## src/rtl/apb_queued_requester.sv

```systemverilog
// APB4 requester: queues local commands, issues them as back-to-back APB transfers with a
// bounded wait-state timeout, and returns status through a response FIFO.
module apb_queued_requester #(
  parameter int ADDR_WIDTH = 32,
  parameter int DATA_WIDTH = 32,
  parameter int DEPTH      = 4,
  parameter int TIMEOUT    = 16
) (
  input  logic                          pclk,
  input  logic                          preset,
  output logic [ADDR_WIDTH-1:0]         paddr,
  output logic [2:0]                    pprot,
  output logic                          pnse,
  output logic                          psel,
  output logic                          penable,
  output logic                          pwrite,
  output logic [DATA_WIDTH-1:0]         pwdata,
  output logic [DATA_WIDTH/8-1:0]       pstrb,
  input  logic                          pready,
  input  logic [DATA_WIDTH-1:0]         prdata,
  input  logic                          pslverr,
  input  logic                          cmd_valid,
  output logic                          cmd_ready,
  input  logic                          cmd_write,
  input  logic [ADDR_WIDTH-1:0]         cmd_addr,
  input  logic [DATA_WIDTH-1:0]         cmd_wdata,
  input  logic [DATA_WIDTH/8-1:0]       cmd_strb,
  input  logic [2:0]                    cmd_prot,
  output logic                          rsp_valid,
  input  logic                          rsp_ready,
  output logic [DATA_WIDTH-1:0]         rsp_rdata,
  output logic                          rsp_err,
  output logic                          rsp_timeout,
  output logic [$clog2(DEPTH+1)-1:0]    cmd_level,
  output logic                          busy
);

  localparam int SW = DATA_WIDTH / 8;
  localparam int PW = $clog2(DEPTH);
  localparam int CW = $clog2(DEPTH + 1);
  localparam int TW = (TIMEOUT > 0) ? $clog2(TIMEOUT + 1) : 1;

  localparam logic [TW-1:0] WAIT_LAST = TW'((TIMEOUT > 0) ? TIMEOUT - 1 : 0);
  localparam logic [CW-1:0] FULL_LVL  = CW'(DEPTH);
  localparam logic [CW-1:0] LAST_LVL  = CW'(DEPTH - 1);
  localparam logic [CW-1:0] ROOM_LVL  = CW'(DEPTH - 2);

  typedef struct packed {
    logic                  write;
    logic [ADDR_WIDTH-1:0] addr;
    logic [DATA_WIDTH-1:0] wdata;
    logic [SW-1:0]         strb;
    logic [2:0]            prot;
  } cmd_t;

  typedef struct packed {
    logic [DATA_WIDTH-1:0] rdata;
    logic                  err;
    logic                  timeout;
  } rsp_t;

  typedef enum logic [1:0] {IDLE, SETUP, ACCESS} state_t;

  cmd_t            cmd_mem [DEPTH];
  logic [PW-1:0]   cmd_wr_ptr, cmd_rd_ptr;
  logic [CW-1:0]   cmd_count, cmd_count_next;
  rsp_t            rsp_mem [DEPTH];
  logic [PW-1:0]   rsp_wr_ptr, rsp_rd_ptr;
  logic [CW-1:0]   rsp_count;

  state_t          state, state_next;
  logic [TW-1:0]   wait_cnt;
  logic            cmd_push, cmd_pop, rsp_push, rsp_pop;
  logic            timeout_hit, done, rsp_room;
  cmd_t            cmd_in, cmd_head;
  rsp_t            rsp_in;

  assign cmd_in   = '{write: cmd_write, addr: cmd_addr, wdata: cmd_wdata,
                      strb: cmd_strb, prot: cmd_prot};
  assign cmd_head = cmd_mem[cmd_rd_ptr];

  assign cmd_ready   = (cmd_count != FULL_LVL);
  assign cmd_push    = cmd_valid & cmd_ready;
  assign cmd_level   = cmd_count;
  assign rsp_valid   = (rsp_count != '0);
  assign rsp_pop     = rsp_valid & rsp_ready;
  assign rsp_rdata   = rsp_mem[rsp_rd_ptr].rdata;
  assign rsp_err     = rsp_mem[rsp_rd_ptr].err;
  assign rsp_timeout = rsp_mem[rsp_rd_ptr].timeout;
  assign pnse        = 1'b0;

  assign timeout_hit = (TIMEOUT > 0) && (state == ACCESS) && !pready && (wait_cnt == WAIT_LAST);
  assign done        = (state == ACCESS) && (pready || timeout_hit);
  // Room for the next transfer's response, counting the push that happens on this edge.
  assign rsp_room    = (rsp_count <= ROOM_LVL) || ((rsp_count == LAST_LVL) && rsp_pop);

  assign rsp_in = '{rdata:   (timeout_hit || pwrite) ? '0 : prdata,
                    err:     pslverr | timeout_hit,
                    timeout: timeout_hit};

  assign cmd_count_next = cmd_count + CW'(cmd_push) - CW'(cmd_pop);

  // NOTE: every output of this block gets a default first, so no path leaves one
  // unassigned and no latch is inferred.
  always_comb begin
    state_next = state;
    cmd_pop    = 1'b0;
    rsp_push   = 1'b0;
    case (state)
      IDLE: begin
        if ((cmd_count != '0) && (rsp_count != FULL_LVL)) begin
          state_next = SETUP;
          cmd_pop    = 1'b1;
        end
      end
      SETUP:  state_next = ACCESS;
      ACCESS: begin
        if (done) begin
          rsp_push = 1'b1;
          if ((cmd_count != '0) && rsp_room) begin
            state_next = SETUP;
            cmd_pop    = 1'b1;
          end else begin
            state_next = IDLE;
          end
        end
      end
      default: state_next = IDLE;
    endcase
  end

  // NOTE: sequential state uses non-blocking assignments so every register samples the
  // pre-edge values regardless of block ordering.
  always_ff @(posedge pclk or posedge preset) begin
    if (preset) state <= IDLE;
    else        state <= state_next;
  end

  // NOTE: the FIFO storage is reset as well; it is tiny, and clearing it keeps the
  // rsp_* outputs (read straight from storage) at 0 after reset.
  always_ff @(posedge pclk or posedge preset) begin
    if (preset) begin
      cmd_wr_ptr <= '0;
      cmd_rd_ptr <= '0;
      cmd_count  <= '0;
      for (int i = 0; i < DEPTH; i++) cmd_mem[i] <= '0;
    end else begin
      if (cmd_push) begin
        cmd_mem[cmd_wr_ptr] <= cmd_in;
        cmd_wr_ptr          <= cmd_wr_ptr + PW'(1);
      end
      if (cmd_pop) cmd_rd_ptr <= cmd_rd_ptr + PW'(1);
      cmd_count <= cmd_count_next;
    end
  end

  always_ff @(posedge pclk or posedge preset) begin
    if (preset) begin
      rsp_wr_ptr <= '0;
      rsp_rd_ptr <= '0;
      rsp_count  <= '0;
      for (int i = 0; i < DEPTH; i++) rsp_mem[i] <= '0;
    end else begin
      if (rsp_push) begin
        rsp_mem[rsp_wr_ptr] <= rsp_in;
        rsp_wr_ptr          <= rsp_wr_ptr + PW'(1);
      end
      if (rsp_pop) rsp_rd_ptr <= rsp_rd_ptr + PW'(1);
      rsp_count <= rsp_count + CW'(rsp_push) - CW'(rsp_pop);
    end
  end

  always_ff @(posedge pclk or posedge preset) begin
    if (preset) begin
      psel    <= 1'b0;
      penable <= 1'b0;
      pwrite  <= 1'b0;
      paddr   <= '0;
      pwdata  <= '0;
      pstrb   <= '0;
      pprot   <= '0;
    end else if (cmd_pop) begin
      psel    <= 1'b1;
      penable <= 1'b0;
      pwrite  <= cmd_head.write;
      paddr   <= cmd_head.addr;
      pwdata  <= cmd_head.wdata;
      pstrb   <= cmd_head.write ? cmd_head.strb : '0;
      pprot   <= cmd_head.prot;
    end else if (state == SETUP) begin
      penable <= 1'b1;
    end else if (done) begin
      // pwdata and pprot intentionally keep their last values while idle.
      psel    <= 1'b0;
      penable <= 1'b0;
      pwrite  <= 1'b0;
      paddr   <= '0;
      pstrb   <= '0;
    end
  end

  always_ff @(posedge pclk or posedge preset) begin
    if (preset) begin
      wait_cnt <= '0;
      busy     <= 1'b0;
    end else begin
      if (state == SETUP)                  wait_cnt <= '0;
      else if ((state == ACCESS) && !pready) wait_cnt <= wait_cnt + TW'(1);
      busy <= (state_next != IDLE) || (cmd_count_next != '0);
    end
  end

endmodule
```

## config.mk

```make
export PLATFORM = sky130hd
export DESIGN_NAME = apb_queued_requester
export DESIGN_NICKNAME = d
export VERILOG_FILES = /design/src/rtl/apb_queued_requester.sv
export SDC_FILE = /design/constraint.sdc
export NUM_CORES = 1
export LEC_CHECK = 0
export CAP_MARGIN = 10
export CORE_UTILIZATION = 30
export DETAILED_ROUTE_END_ITERATION = 10
export GPL_TIMING_DRIVEN = 1
export PLACE_DENSITY = 0.44
export SLEW_MARGIN = 20
export SYNTH_ARGS = -nofsm -noshare
export SYNTH_HDL_FRONTEND = slang
export SYNTH_SLANG_ARGS = --single-unit
export TNS_END_PERCENT = 30
```

## constraint.sdc

```tcl
create_clock -name pclk -period 56.1 [get_ports pclk]
set_input_delay 11.22 -clock pclk [delete_from_list [all_inputs] [get_ports pclk]]
set_output_delay 11.22 -clock pclk [all_outputs]
set_load 0.05 [all_outputs]
```

==> metrics <==
RSZ-0062 raised after global routing false; sequential share of the synthesized area 0.584; Critical Path End Type primary output; synth warn 0; pwr/cell area 68.8 nW/um^2; Syn Nets 1,478; Worst Setup Path Type flop to primary output; Avg Cell Area, Syn 16.5 um^2; Synth Register Bits 520; Mapped Area 22,300 um^2; Sw Ratio 0.359; Worst setup SP type flop; die footprint 75,400 um^2; setup violators final 0; initial core utilization 0.304; CTS Hold Bufs 0; post-CTS setup buffer count 0; die width 275 um; VDD IR max 30.7 uV; hold depth 1; CP Max Fanout 18; Ports 225; Critical Path AT 3.17 ns; Worst Path Required 44.88 ns; Non-Filler Instances 2,574; initial antenna violation count 6; hold slack 0.491 ns; worst hold path type flop to flop; crit path time final 14.39 ns; synth unique cells 45; Clock Power Share 0.214; final worst slack 41.71 ns; setup TNS 0 ns; P_int 1220 uW; share of cells above drive strength 1 0.424; CP endpoint rsp_rdata[31]; met1 usage 0.192; Post-synth EDFFs 0; status complete, but fails checks; CP startpoint rsp_rd_ptr[1]$_DFFE_PP0N_; grt met2 use 0.249; largest net degree at the start of global routing 163; Reg2Reg Depth 9; htree depth 2; P_sw 682 uW; power share of the combinational group 0.428; total track usage 0.149; detailed placer's ending HPWL 31,200 um; GR Util met3 0.0355; CTS Sinks 520; Peak Freq 0.0695 GHz; Sequential Power Share 0.357; dpl cells 2,464; register-to-register setup slack 52.64 ns; vias per cell 4.82; busiest layer in global routing met2; Row Count 99; failing checks DRC; Max-Cap Viols 0; WL final 55,300 um; worst slack, placed 41.73 ns; most frequent cells in the layout dfrtp_1 (517), mux2_2 (455), clkdlybuf4s50_1 (223); final slew viol count 0; overall power 1900 uW; FF-to-FF Start wait_cnt[0]$_DFFE_PP0P_; Vias 12,400; TritonCTS clock tree done; height of the chip 275 um; Worst-Margin Slew 1.02 ns; worst r2r dst pwdata[2]$_DFFE_PP0P_; IO Port Bufs 223; P&R area growth vs syn 23.8%; Leak Pwr 0.0117 uW; core area 73,200 um^2; grt total ovfl 0; Antenna Violating Nets Remaining 0; Top FF cell, synth dfrtp_1; Inserted Clock Buffers 61; Resized cells post-CTS 0; Worst Skew 0.0155 ns; Worst-Skew Late Latency 0.62 ns; CTS root buf clkbuf_16; drt drc 32; Synth async-reset ratio 1.00; WL/cell 21.5 um; slew margin rel. 0.321; Final Cycle Share 0.257; gpl congestion 0.701; first-pass GRT wire length 85,400 um; drt pass-1 iters 7; vias in the first global route 13,700; initial DRC count 474; most common cell after layout, fill and taps aside dfrtp_1; Longest Clk Path Bufs 3; nets@finish 1,695; clock transition at the registers of the reported paths 0.06 ns; Post-Syn Instances 1,351; final hold viol count 0
-- synthesized netlist by cell type (2+ instances only) --
master	number	area [um^2]
clkbuf_1	19	71.3
nand2_1	18	67.6
o31ai_1	2	15.0
or3_1	2	12.5
xor2_1	3	26.3
nor3_1	2	10.0
nor2b_1	2	12.5
nor2_1	8	30.0
inv_1	18	67.6
buf_1	2	7.51
a22o_1	38	333
buf_4	10	75.1
ha_1	15	188
xnor2_1	5	43.8
fa_1	2	40.0
a32o_1	6	60.1
and2_1	34	213
mux2_2	455	5120
a21oi_1	2	10.0
mux4_2	106	2390
dfrtp_1	520	13000
nand2b_1	4	25.0
o21ai_0	6	30.0
buf_2	51	255
-- sequential cells by signal, indices dropped and copies added (netlist names), 3 cells and up --
register and flops:
cmd_level 3, cmd_mem 288, paddr 32, pprot 3, pstrb 4, pwdata 32, rsp_count 3, rsp_mem 136
wait_cnt 5
-- how the worst min path moves through the flow --
stage,endpoint,startpoint,slack [ns]
floorplan,rsp_mem[34]$_DFFE_PP0P_,rsp_mem[34]$_DFFE_PP0P_,0.46
global placement,pstrb[3]$_DFFE_PP0P_,pstrb[3]$_DFFE_PP0P_,0.47
detailed placement,rsp_mem[0]$_DFFE_PP0P_,rsp_mem[0]$_DFFE_PP0P_,0.48
CTS,rsp_mem[0]$_DFFE_PP0P_,rsp_mem[0]$_DFFE_PP0P_,0.50
global route,cmd_mem[62]$_DFFE_PP0P_,cmd_mem[62]$_DFFE_PP0P_,0.51
finish,pstrb[3]$_DFFE_PP0P_,pstrb[3]$_DFFE_PP0P_,0.49
-- metal layers --
metal | wire length, um | part of all wire
met1 | 23900 | 0.43
met3 | 2850 | 0.052
met4 | 1220 | 0.022
met2 | 27200 | 0.49
met5 | 71 | 0.0013
-- kinds of logic (layout without fill, tap and decap cells) --
| family | Yosys count | after routing | share of synthesized area |
|---|---|---|---|
| XOR/XNOR | 8 | 8 | 0.00314 |
| adder cells (fa/ha/maj) | 17 | 17 | 0.0102 |
| multiplexers | 561 | 561 | 0.337 |
| AND/OR/NAND/NOR | 80 | 80 | 0.0200 |
| AO/OA/AOI/OAI | 62 | 62 | 0.0235 |
| other | 1 | 2 | 0.000168 |
| flip-flops | 520 | 520 | 0.584 |
| buffers and inverters | 102 | 365 | 0.0221 |
-- power by group through the flow --
| stage | registers (uW) | clock network, uW | logic (uW) |
|---|---|---|---|
| after floorplan | 720 | 0 | 548 |
| after global placement | 682 | 0 | 818 |
| after detailed placement | 687 | 0 | 829 |
| after CTS | 682 | 423 | 831 |
| after global routing | 707 | 437 | 870 |
| final | 678 | 407 | 813 |
-- worst max-delay path, cell delays in order, from the launching register on --
cell	delay, ns
dfrtp_1	0.95
buf_4	0.45
mux4_2	0.27
clkdlybuf4s50_1	0.87
-- cell type report --
cell class                      count  area [um^2]
Tap cell                          959         1200
Antenna cell                        1         2.50
Timing Repair Buffer              237         2360
Sequential cell                   520        13000
Multi-Input combinational cell    729         8850
Clock buffer                       95         1870
Clock inverter                     14          203
Fill cell                        6872        45600
Inverter                           19         78.8
-- metrics by stage --
stage / instance area (um^2) / utilization
after CTS: 27600 / 0.377
after global routing: 27600 / 0.377
final: 27600 / 0.377
after floorplan: 22300 / -
after global placement: 25500 / 0.348
after detailed placement: 25500 / 0.348
(Power assumes the default switching activity.)
